$ cat src/rtl/noc_pkg.sv
// Shared NoC definitions for the corner router.
// Holds the flit type codes, port indices and small port helpers.
package noc_pkg;

  localparam logic [1:0] FT_BODY   = 2'b00;
  localparam logic [1:0] FT_HEAD   = 2'b01;
  localparam logic [1:0] FT_TAIL   = 2'b10;
  localparam logic [1:0] FT_SINGLE = 2'b11;

  localparam logic [1:0] P_L = 2'd0;
  localparam logic [1:0] P_N = 2'd1;
  localparam logic [1:0] P_W = 2'd2;

  // DATASIZE field offsets: the type field is bits [1:0]
  localparam int FT_LSB = 0;
  localparam int FT_W   = 2;

  typedef enum logic {
    S_OPEN,
    S_LOCK
  } lock_st_t;

  function automatic logic [1:0] next_port(
    input logic [1:0] p
  );
    logic [1:0] n;
    unique case (p)
      P_L:     n = P_N;
      P_N:     n = P_W;
      default: n = P_L;
    endcase
    return n;
  endfunction

  function automatic logic [2:0] onehot3(
    input logic [1:0] p
  );
    logic [2:0] o;
    unique case (p)
      P_N:     o = 3'b010;
      P_W:     o = 3'b100;
      default: o = 3'b001;
    endcase
    return o;
  endfunction

endpackage

$ cat src/rtl/rr_pick3.sv
// Three-way rotating-priority picker.
// Searches req from ptr in the order L->N->W->L.
module rr_pick3
  import noc_pkg::*;
(
  input  logic [2:0] req,
  input  logic [1:0] ptr,
  output logic [2:0] gnt
);

  always_comb begin
    gnt = 3'b000;
    unique case (ptr)
      P_N: begin
        if (req[1])      gnt = 3'b010;
        else if (req[2]) gnt = 3'b100;
        else if (req[0]) gnt = 3'b001;
      end
      P_W: begin
        if (req[2])      gnt = 3'b100;
        else if (req[0]) gnt = 3'b001;
        else if (req[1]) gnt = 3'b010;
      end
      default: begin
        if (req[0])      gnt = 3'b001;
        else if (req[1]) gnt = 3'b010;
        else if (req[2]) gnt = 3'b100;
      end
    endcase
  end

endmodule

$ cat src/rtl/out_port_sched3.sv
// Output-port scheduler: round-robin arbitration,
// wormhole lock per packet and downstream credit gating.
module out_port_sched3
  import noc_pkg::*;
#(
  parameter int DEPTH = 8,
  parameter int WIDTH = 3
) (
  input  logic             clk,
  input  logic             rst_n,
  input  logic [2:0]       req,
  input  logic [5:0]       ftype,
  input  logic             credit_ret,
  output logic [2:0]       grant,
  output logic             locked,
  output logic [WIDTH:0]   credit_cnt,
  output logic             err
);

  localparam logic [WIDTH:0] CNT_MAX = (WIDTH+1)'(DEPTH);
  localparam logic [WIDTH:0] CNT_ONE = (WIDTH+1)'(1);

  lock_st_t       st_q, st_d;
  logic [1:0]     owner_q, owner_d;
  logic [1:0]     rr_q, rr_d;
  logic [WIDTH:0] cnt_q, cnt_d;
  logic           err_q, err_d;

  logic [2:0]     pick_gnt;
  logic           fire;
  logic [1:0]     gidx;
  logic [1:0]     ft;

  rr_pick3 u_pick (
    .req (req),
    .ptr (rr_q),
    .gnt (pick_gnt)
  );

  always_ff @(posedge clk or negedge rst_n) begin
    if (!rst_n) begin
      st_q    <= S_OPEN;
      owner_q <= P_L;
      rr_q    <= P_L;
      cnt_q   <= CNT_MAX;
      err_q   <= 1'b0;
    end else begin
      st_q    <= st_d;
      owner_q <= owner_d;
      rr_q    <= rr_d;
      cnt_q   <= cnt_d;
      err_q   <= err_d;
    end
  end

  // Grant is gated by reset and by an empty credit pool
  always_comb begin
    grant = 3'b000;
    if (rst_n && cnt_q != '0) begin
      if (st_q == S_LOCK)
        grant = req[owner_q] ? onehot3(owner_q) : 3'b000;
      else
        grant = pick_gnt;
    end
  end

  assign fire       = |grant;
  assign locked     = (st_q == S_LOCK);
  assign credit_cnt = cnt_q;
  assign err        = err_q;

  always_comb begin
    gidx = P_L;
    unique case (1'b1)
      grant[1]: gidx = P_N;
      grant[2]: gidx = P_W;
      default:  gidx = P_L;
    endcase
  end

  assign ft = ftype[FT_W*int'(gidx) + FT_LSB +: FT_W];

  always_comb begin
    st_d    = st_q;
    owner_d = owner_q;
    rr_d    = rr_q;
    err_d   = err_q;
    if (fire) begin
      unique case (st_q)
        S_OPEN: begin
          if (ft == FT_HEAD) begin
            st_d    = S_LOCK;
            owner_d = gidx;
          end else begin
            rr_d = next_port(gidx);
            // stray BODY/TAIL is forwarded as a single flit
            if (ft != FT_SINGLE) err_d = 1'b1;
          end
        end
        default: begin
          if (ft == FT_TAIL) begin
            st_d = S_OPEN;
            rr_d = next_port(owner_q);
          end else if (ft != FT_BODY) begin
            err_d = 1'b1;
          end
        end
      endcase
    end
    cnt_d = cnt_q;
    unique case ({fire, credit_ret})
      2'b10: cnt_d = cnt_q - CNT_ONE;
      2'b01: begin
        if (cnt_q == CNT_MAX) err_d = 1'b1;
        else                  cnt_d = cnt_q + CNT_ONE;
      end
      default: cnt_d = cnt_q;
    endcase
  end

endmodule
$ cat config.mk
export PLATFORM = sky130hd
export DESIGN_NAME = out_port_sched3
export DESIGN_NICKNAME = d
export VERILOG_FILES = /design/src/rtl/noc_pkg.sv /design/src/rtl/rr_pick3.sv /design/src/rtl/out_port_sched3.sv
export SDC_FILE = /design/constraint.sdc
export NUM_CORES = 1
export LEC_CHECK = 0
export CAP_MARGIN = 25
export CORE_MARGIN = 4
export CORE_UTILIZATION = 52
export CTS_CLUSTER_SIZE = 8
export DETAILED_ROUTE_END_ITERATION = 12
export HOLD_SLACK_MARGIN = 0.05
export PLACE_DENSITY = 0.93
export SLEW_MARGIN = 20
export SYNTH_ARGS = -nofsm -noshare
export SYNTH_HDL_FRONTEND = slang
export SYNTH_SLANG_ARGS = --single-unit
$ cat constraint.sdc
create_clock -name clk -period 5.4 [get_ports clk]
set_clock_uncertainty 0.1 [all_clocks]
set_input_delay 1.62 -clock clk [delete_from_list [all_inputs] [get_ports clk]]
set_output_delay 1.62 -clock clk [all_outputs]
set_load 0.02 [all_outputs]
==> out/summary.txt <==
Vias in the first global route -> 793
Drt via density -> 5.93
Total Wirelength -> 2020 µm
Inserted Diodes -> 0
Distinct cell type count after synthesis -> 42
Boundary pin count -> 21
Peak VDD IR -> 371 µV
Cells after Synth -> 96
Post-synth EDFFs -> 0
Final Cell Area -> 1160 µm²
TritonRoute pass-1 iters -> 4
Setup_tns -> 0 ns
Largest net degree at the start of global routing -> 12
Critical path required time -> 3.68 ns
Critical R2R Launch -> rr_q[0]
Rows -> 14
Clk Tree Root Cell -> clkbuf_4
H-Tree Depth -> 1
Setup CP Type -> input pin to output pin
Core box area -> 1580 µm²
Most used cell along the critical path -> clkdlybuf4s50_1
Power Density -> 470 nW/µm²
Total Routing Usage GR -> 17.8%
Worst hold start -> err
Layout cell share with drive strength beyond 1 -> 15.7%
Slowest cell on the critical path -> clkdlybuf4s50_1
Reg clk slew, reported paths -> 0.06 ns
Hold Fails Final Rpt -> 0
Postcts setup bufs -> 0
Yosys top cell area share -> 25.0%
Synth Warn # -> 0
Placed Area -> 1130 µm²
Worst EP arrival -> 3.51 ns
IO Port Bufs -> 20
Slew HR -> 66.2%
Syn Std Cell Area -> 902 µm²
Yosys top cell by area -> dfrtp_1
Synth async-reset ratio -> 100%
Die Area -> 2470 µm²
Slowest stage delay, CP -> 0.62 ns
Commonest non-fill, non-tap cell in the layout -> clkdlybuf4s50_1
DR iter-0 viols -> 20
Die width -> 49.7 µm
Syn Nets -> 116
Max Fclk -> 0.191 GHz
Nets -> 142
Post-synthesis sequential area ratio -> 27.9%
DRC -> 0
Die Ht -> 49.7 µm
Final setup fails -> 0
Area Growth Syn to Fin -> 28.4%
Clock power share -> 10.1%
Critical Path Sink Type -> output pin
Average wire per cell in the routed design -> 14.8 µm
Starting Density -> 57.2%
First-pass GRT wire length -> 3450 µm
Tcrit/Tclk final -> 96.8%
Antenna Nets Post-Route -> 0
Maximum clock path buffer count -> 2
Gp weighted congestion -> 0.869
Minimum clock period -> 5.23 ns
Post-CTS sizing -> 0
Worst Tran Pin Value -> 0.502 ns
Net Sw Power -> 0.241 mW
Largest cells by area after synthesis -> dfrtp_1 (25%), ha_1 (9.7%), mux2_2 (5.0%)
CTS tree -> done
Switching part of the total -> 44.3%
Placed wire-length estimate -> 1660 µm
Int Power -> 0.303 mW
Post-synthesis register bit count -> 10
Crit path launch -> req[0]
Final Max Slew Viols -> 0
Post-CTS Hold Fix Bufs -> 0
Clock buffer count from CTS -> 3
Clk_lat worst skew -> 0.27 ns
Unrepaired setup endpoints after global routing -> no
Top fanout value on the critical path -> 5
Comb pwr share -> 62.2%
Syn Area/Cell -> 9.40 µm²
Status -> finished clean
CP Cell Sequence -> clkdlybuf4s50_1 > o21a_1 > a2111o_1 > a31oi_4 > clkdlybuf4s50_1
Static leakage -> 0.472 nW
CTS Sinks -> 10
Flop pwr share -> 27.7%
Max Cap Viol -> 0
Most frequent cells in the layout -> clkdlybuf4s50_1 (20), dfrtp_1 (9), inv_1 (7), nand2_1 (7), ha_1 (7)
Initial antenna violation count -> 0
Hold WC Path Type -> flip-flop to flip-flop
Top FF cell, synth -> dfrtp_1
Grt ovf -> 0
Via count -> 812
Crit start category -> input pin
==> flip-flops by register name, summed over array words and instances, names as in the netlist <==
signal and flops:
credit_cnt 4, err 1, owner_q 2, rr_q 2
locked 1
==> power by group through the flow <==
stage / clock [mW] / sequential, mW / combinational, mW
floorplan: 0 / 0.161 / 0.218
CTS: 0.0558 / 0.150 / 0.341
global placement: 0 / 0.149 / 0.325
detailed placement: 0 / 0.151 / 0.338
global route: 0.0602 / 0.157 / 0.376
finish: 0.0548 / 0.151 / 0.339
==> cells in the mapped netlist, types with 2 or more instances <==
cell type,instances
nor2_1,5
o21ai_0,6
nor3_1,5
dfrtp_1,9
nand2_1,7
ha_1,7
a21oi_1,3
nand3b_1,2
and3_1,2
inv_1,7
nor2b_1,3
mux2i_1,3
mux2_2,4
xnor2_1,3
o21a_1,2
and4_1,2
==> worst paths after layout <==
check	cells after the start	slack, ns	endpoint
worst max-delay path	5	0.17	grant[2]
worst min-delay path	2	0.42	err
worst max register to register	13	2.26	credit_cnt[3]
worst min register to register	2	0.42	err
max in group asynchronous	2	3.40	credit_cnt[3]
min in group asynchronous	2	1.58	locked
==> per-stage QoR <==
| stage | hold WS, ns | util (%) | setup WS (ns) | std cells | power (mW) |
|---|---|---|---|---|---|
| after floorplan | 0.385 | - | 1.12 | 96 | 0.379 |
| after global placement | 0.382 | 71.8 | 0.191 | 133 | 0.473 |
| after detailed placement | 0.395 | 71.8 | 0.166 | 133 | 0.489 |
| after CTS | 0.414 | 73.5 | 0.166 | 137 | 0.547 |
| after global routing | 0.452 | 73.5 | 0.0277 | 137 | 0.594 |
| final | 0.419 | 73.5 | 0.174 | 137 | 0.544 |
==> cell families (layout without fill, tap and decap cells) <==
group	Yosys count	count (layout)	synth area share (%)
fa+ha+maj	9	9	13.2
buf+inv	9	34	4.30
compound gates	22	22	19.3
simple gates	34	34	21.9
xor+xnor	4	4	3.88
flops	10	10	27.9
mux	8	8	9.57
==> layout make-up <==
class                   count  area, µm²
multi-input cells          77        612
fillers                   131        418
flip-flops and latches     10        251
repair buffers             23        223
clock buffers               4       26.3
inverters                   7       26.3
well taps                  16       20.0
==> critical path: cells and delay by family <==
kind	cells	cell delay, ns
AOI/OAI and AO/OA	3	0.79
buffers and inverters	2	1.10
==> routing by layer <==
layer	track usage (%)	routed length [µm]
met1	22.0	879
met2	29.7	976
met3	3.61	121
met4	7.37	47
met5	0	0
(Power assumes the default switching activity.)
